$ cat config.mk
export PLATFORM = sky130hd
export DESIGN_NAME = rob_module
export DESIGN_NICKNAME = d
export VERILOG_FILES = /design/src/rtl/rob_module_pkg.sv /design/src/rtl/rob_ptr_ctrl.sv /design/src/rtl/rob_module.sv
export SDC_FILE = /design/constraint.sdc
export NUM_CORES = 1
export LEC_CHECK = 0
export CORE_MARGIN = 4
export CORE_UTILIZATION = 41
export CTS_BUF_LIST = sky130_fd_sc_hd__clkbuf_4 sky130_fd_sc_hd__clkbuf_8
export DETAILED_ROUTE_END_ITERATION = 10
export RECOVER_POWER = 50
export SYNTH_ARGS = -nofsm -noshare
export SYNTH_HDL_FRONTEND = slang
export SYNTH_HIERARCHICAL = 1
export SYNTH_SLANG_ARGS = --single-unit
$ cat constraint.sdc
create_clock -name in_clk -period 9.4 [get_ports in_clk]
set_input_delay 1.88 -clock in_clk [delete_from_list [all_inputs] [get_ports in_clk]]
set_output_delay 1.88 -clock in_clk [all_outputs]
set_load 0.01 [all_outputs]
$ cat src/rtl/rob_module_pkg.sv
// rtl/rob_module_pkg.sv - shared sizes, entry layout and pointer helper for the reorder buffer
package rob_module_pkg;

    localparam int ROB_SIZE     = 8;
    localparam int ROB_IDX_SIZE = $clog2(ROB_SIZE);
    localparam int DATA_W       = 64;
    localparam int GPR_IDX_W    = 5;

    typedef logic [3:0] nzcv_t;

    typedef struct packed {
        logic                 valid;
        logic                 ready;
        logic                 mispredict;
        logic                 set_nzcv;
        logic [GPR_IDX_W-1:0] dst;
        logic [DATA_W-1:0]    value;
        nzcv_t                nzcv;
    } rob_entry_t;

    // ROB_SIZE is a power of two, so the natural index overflow is the wrap
    function automatic logic [ROB_IDX_SIZE-1:0] rob_inc(input logic [ROB_IDX_SIZE-1:0] ptr);
        return ptr + 1'b1;
    endfunction

endpackage

$ cat src/rtl/rob_ptr_ctrl.sv
// rtl/rob_ptr_ctrl.sv - head/tail/occupancy bookkeeping for the reorder buffer
module rob_ptr_ctrl
    import rob_module_pkg::*;
(
    input  logic                    clk,
    input  logic                    rst_n,
    input  logic                    alloc,
    input  logic                    commit,
    input  logic                    flush,
    output logic [ROB_IDX_SIZE-1:0] head,
    output logic [ROB_IDX_SIZE-1:0] tail,
    output logic                    full
);

    logic [ROB_IDX_SIZE:0] count;

    // Pointers advance independently; flush returns the buffer to its empty reset shape
    always_ff @(posedge clk or negedge rst_n) begin
        if (!rst_n) begin
            head  <= '0;
            tail  <= '0;
            count <= '0;
        end else if (flush) begin
            head  <= '0;
            tail  <= '0;
            count <= '0;
        end else begin
            if (alloc) begin
                tail <= rob_inc(tail);
            end
            if (commit) begin
                head <= rob_inc(head);
            end
            if (alloc && !commit) begin
                count <= count + 1'b1;
            end else if (commit && !alloc) begin
                count <= count - 1'b1;
            end
        end
    end

    // Full is decoded from the registered count so decode sees a glitch-free stall
    always_comb begin
        full = (count == (ROB_IDX_SIZE + 1)'(ROB_SIZE));
    end

endmodule

$ cat src/rtl/rob_module.sv
// rtl/rob_module.sv - reorder buffer: allocate in order, capture results out of order, retire in order
module rob_module
    import rob_module_pkg::*;
(
    input  logic                    in_clk,
    input  logic                    in_rst_n,
    input  logic                    in_reg_done,
    input  logic [GPR_IDX_W-1:0]    in_reg_dst,
    input  logic                    in_reg_set_nzcv,
    input  logic                    in_fu_done,
    input  logic [ROB_IDX_SIZE-1:0] in_fu_rob_index,
    input  logic [DATA_W-1:0]       in_fu_value,
    input  nzcv_t                   in_fu_nzcv,
    input  logic                    in_fu_mispredict,
    output logic [ROB_IDX_SIZE-1:0] out_next_rob_index,
    output logic                    out_full,
    output logic                    out_commit_done,
    output logic [ROB_IDX_SIZE-1:0] out_commit_rob_index,
    output logic [GPR_IDX_W-1:0]    out_commit_reg_index,
    output logic [DATA_W-1:0]       out_commit_value,
    output logic                    out_commit_set_nzcv,
    output nzcv_t                   out_commit_nzcv,
    output logic                    out_flush
);

    rob_entry_t                entries [ROB_SIZE];
    rob_entry_t                head_entry;
    logic [ROB_IDX_SIZE-1:0]   head;
    logic [ROB_IDX_SIZE-1:0]   tail;
    logic                      full;
    logic                      commit_fire;
    logic                      flush_fire;
    logic                      alloc_fire;
    logic                      wb_fire;

    rob_ptr_ctrl u_ptr (
        .clk    (in_clk),
        .rst_n  (in_rst_n),
        .alloc  (alloc_fire),
        .commit (commit_fire),
        .flush  (flush_fire),
        .head   (head),
        .tail   (tail),
        .full   (full)
    );

    // Event decode; a full buffer refuses allocation even while it is retiring, and a flush swallows
    // any allocate on the same edge
    always_comb begin
        head_entry  = entries[head];
        commit_fire = head_entry.valid && head_entry.ready;
        flush_fire  = commit_fire && head_entry.mispredict;
        alloc_fire  = in_reg_done && !full && !flush_fire;
        wb_fire     = in_fu_done && entries[in_fu_rob_index].valid;
    end

    // Entry array: writeback, retirement and allocation, with flush invalidating everything
    always_ff @(posedge in_clk or negedge in_rst_n) begin
        if (!in_rst_n) begin
            for (int i = 0; i < ROB_SIZE; i++) begin
                entries[i] <= '0;
            end
        end else if (flush_fire) begin
            for (int i = 0; i < ROB_SIZE; i++) begin
                entries[i].valid <= 1'b0;
                entries[i].ready <= 1'b0;
            end
        end else begin
            if (wb_fire) begin
                entries[in_fu_rob_index].ready      <= 1'b1;
                entries[in_fu_rob_index].value      <= in_fu_value;
                entries[in_fu_rob_index].nzcv       <= in_fu_nzcv;
                entries[in_fu_rob_index].mispredict <= in_fu_mispredict;
            end
            if (commit_fire) begin
                entries[head].valid <= 1'b0;
                entries[head].ready <= 1'b0;
            end
            if (alloc_fire) begin
                entries[tail].valid      <= 1'b1;
                entries[tail].ready      <= 1'b0;
                entries[tail].mispredict <= 1'b0;
                entries[tail].dst        <= in_reg_dst;
                entries[tail].set_nzcv   <= in_reg_set_nzcv;
            end
        end
    end

    // Registered commit port; payload holds between strobes, strobe and flush are single-cycle
    always_ff @(posedge in_clk or negedge in_rst_n) begin
        if (!in_rst_n) begin
            out_commit_done      <= 1'b0;
            out_commit_rob_index <= '0;
            out_commit_reg_index <= '0;
            out_commit_value     <= '0;
            out_commit_set_nzcv  <= 1'b0;
            out_commit_nzcv      <= '0;
            out_flush            <= 1'b0;
        end else begin
            out_commit_done <= commit_fire;
            out_flush       <= flush_fire;
            if (commit_fire) begin
                out_commit_rob_index <= head;
                out_commit_reg_index <= head_entry.dst;
                out_commit_value     <= head_entry.value;
                out_commit_set_nzcv  <= head_entry.set_nzcv;
                out_commit_nzcv      <= head_entry.nzcv;
            end
        end
    end

    // Rename tag and stall straight from pointer state
    always_comb begin
        out_next_rob_index = tail;
        out_full           = full;
    end

endmodule

==> impl_metrics.py <==
metrics = {
    "routing": {
        "viasPerCell": 5.680,
        "drc": 0,
        "wirelength_mm": 84.63,
        "drtPass1Iterations": 5,
        "avgRoutedWirePerCell_um": 23.70,
        "ant_nets": 0,
        "drtIter0Drc": 1301,
        "num_vias": 20276,
    },
    "worst_setup_path": {
        "worstSetupEndpointType": "async pin",
        "critPathBufInv": 2,
        "cp_slowest_cell": "clkbuf_1",
        "cp_max_fo": 79,
        "start_kind": "primary input",
        "path_cells": "clkbuf_1, clkbuf_2",
        "slowest_delay_ns": 3.13,
        "required_ns": 9.89,
        "path_class": "in2async",
        "critical-path-top-delay-family": "buffers and inverters",
        "cp.arrival_ns": 6.84,
    },
    "clocking": {
        "cts_setup_buffers": 0,
        "cts-resized-gates": 0,
        "clk_pin_slew_worst_paths_ns": 0.06,
        "cts_inserted_buffers": 113,
        "cts_tree": "done",
        "cts_hold_buf": 0,
        "cts.sinks": 705,
        "clockBufferDepth": 3,
        "clockRootBuffer": "clkbuf_8",
        "cts_htree_levels": 3,
        "insertion_delay_ns": 0.72,
    },
    "layout": {
        "fillers": 6543,
        "nets": 2534,
        "final_cells": 3570,
        "drive_above_1_share_pct": 35.46,
        "area_growth_pct": 15.80,
        "fin_area_um2": 36440,
    },
    "yosys": {
        "avgSynthCellArea_um2": 13.61,
        "postSynthCellCount": 2312,
        "synth_flop_cell": "dfrtp_1",
        "synthTopCellsByCount": "dfrtp_1 (705), mux2_2 (608), a21oi_1 (119)",
        "ys_seq_area_share_pct": 56.06,
        "synth_edf_count": 0,
        "synth_fp_nets": 2399,
        "synth_top_area_share_pct": 56.06,
        "async_flop_share_pct": 100.0,
        "synth.area.top_cells": "dfrtp_1 (56%), mux2_2 (22%), mux2i_1 (2.5%)",
        "syn_area_um2": 31470,
        "yosys_warnings": 6,
        "yosysMostFrequentCell": "dfrtp_1",
        "yosys.cell_types.count": 58,
        "yosysTopAreaCell": "dfrtp_1",
        "synth-seq-cells": 705,
    },
    "place": {
        "portBuffers": 164,
        "place_area_um2": 33960,
        "place_inst": 3362,
        "place_congestion": 0.8165,
        "hpwlAfterDp_mm": 47.10,
    },
    "die": {
        "die_h_um": 285.1,
        "dieArea_um2": 81260,
        "die_x_um": 285.1,
        "ioPinCount": 165,
        "start_util_pct": 41.44,
        "rows": 101,
        "core_um2": 75950,
    },
    "grt": {
        "gr-total-overflow": 0,
        "antenna_found_initial": 7,
        "grt_pass1_vias": 21816,
        "grt_max_degree": 167,
        "track_usage_pct": 20.83,
        "grt_pass1_wl_mm": 132.6,
    },
    "pwr": {
        "p_leak_nw": 15.48,
        "ir_worst_vdd_v": 0.0001815,
        "powerDensity_nw_per_um2": 364.2,
    },
    "sta": {
        "hold_viol_final": 0,
        "setup-violations-final": 0,
        "relSlewSlack_pct": -206.9,
        "hold_slack_ns": 0.4791,
        "clock_skew_ns": 0.04258,
        "worst_pin_slew_ns": 4.604,
        "max_clock_freq_ghz": 0.1576,
        "fin_crit_sh_pct": 67.51,
        "drv_slew": 215,
        "finalSetupTns_ns": 0,
        "period_needed_ns": 6.346,
        "rsz0062_at_grt": "no",
    },
    "run": {
        "cap_viol_max_count": 3,
    },
    "status": {
        "status": "finished with violations",
        "violations": "capacitance limit, slew limit",
    },
    "hold_path": {
        "hp-class": "reg2reg",
    },
}
where the power goes:
group	leakage, nW	switching, W	internal [W]
combinational	5.61	0.00246	0.00247
clock	1.33	0.00122	0.00163
sequential	8.55	0.000924	0.00457
total	15.5	0.00460	0.00867
sequential cells by signal, indices dropped and copies added, names as in the netlist, 3 cells and up:
register	flops
entries	616
out_commit_nzcv	4
out_commit_reg_index	5
out_commit_rob_index	3
out_commit_value	64
u_ptr/count	4
u_ptr/head	3
u_ptr/tail	3
metrics by stage:
step / setup WS (ns) / util [%] / total power [W]
floorplan: 5.383 / - / 0.008801
global placement: 3.694 / 44.71 / 0.01028
detailed placement: 3.516 / 44.71 / 0.01053
CTS: 3.698 / 47.99 / 0.01343
global route: 2.083 / 47.97 / 0.01415
finish: 3.054 / 47.98 / 0.01327
worst reg2reg max path: stages (launching register included):
cell	delay, ns
dfrtp_4	0.96
buf_12	0.78
nor2_4	0.20
a22o_1	0.28
a211oi_2	0.22
buf_4	0.28
or2_4	0.17
buf_4	0.68
inv_4	0.42
nand2b_4	0.29
ha_1	0.35
a21oi_1	0.25
a2111oi_0	0.15
or4_1	0.55
worst paths after layout:
check | to | cells after the start | startpoint | slack [ns]
min in group asynchronous | entries[470]$_DFFE_PN0P_ | 1 | in_rst_n | 2.82
min reg2reg | out_commit_value[5]$_DFFE_PN0N_ | 2 | out_commit_value[5]$_DFFE_PN0N_ | 0.48
max | entries[54]$_DFFE_PN0P_ | 2 | in_rst_n | 3.05
max in group in_clk | u_ptr/count[3]$_DFFE_PN0P_ | 13 | u_ptr/head[1]$_DFFE_PN0P_ | 3.70
min | out_commit_value[5]$_DFFE_PN0N_ | 2 | out_commit_value[5]$_DFFE_PN0N_ | 0.48
max reg2reg | u_ptr/count[3]$_DFFE_PN0P_ | 13 | u_ptr/head[1]$_DFFE_PN0P_ | 3.70
logic make-up (layout without fill, tap and decap cells):
| group | count (synthesis) | count (layout) | share of synthesized area (%) |
|---|---|---|---|
| muxes | 760 | 760 | 27.13 |
| and+or+nand+nor | 164 | 164 | 2.366 |
| adders and majority gates | 5 | 5 | 0.2226 |
| xor gates and xnor gates | 6 | 6 | 0.1670 |
| other | 0 | 5 | 0 |
| DFF | 705 | 705 | 56.06 |
| buffers and inverters | 200 | 423 | 2.938 |
| AOI/OAI and AO/OA | 472 | 472 | 11.12 |
cells in the final DEF (no fill, tap or decap), types with 4 or more instances in the layout:
cell,count
dfrtp_1,702
mux2_2,608
clkbuf_8,148
clkdlybuf4s50_1,122
a21oi_1,119
a221oi_1,86
mux2i_1,78
nor2_1,76
mux2_1,55
nand2_1,50
o21a_1,44
a211oi_1,43
a22oi_1,43
o221ai_1,43
dlygate4sd3_1,41
o21ai_0,40
clkbuf_4,37
buf_4,34
a22o_1,33
mux2_4,18
inv_1,14
clkinv_2,13
o311ai_4,6
diode_2,5
ha_1,4
cell type report:
cell class | instances | area, µm² | area share [%]
diodes | 5 | 12.51 | 0.03433
clock buffers | 185 | 2315 | 6.351
clock inverters | 18 | 173.9 | 0.4772
inverters | 17 | 67.56 | 0.1854
multi-input cells | 1407 | 12970 | 35.60
flip-flops and latches | 705 | 17650 | 48.44
well taps | 1030 | 1289 | 3.536
repair buffers | 203 | 1961 | 5.380
routing by layer:
| metal | track usage [%] | wire length (µm) | vias up |
|---|---|---|---|
| met4 | 6.688 | 2172 | 6 |
| met5 | 0 | 54 | - |
| met1 | 28.10 | 37750 | 10710 |
| met2 | 34.00 | 40150 | 506 |
| met3 | 4.149 | 4503 | 161 |
| li1 | - | - | 8893 |
(Power assumes the default switching activity.)
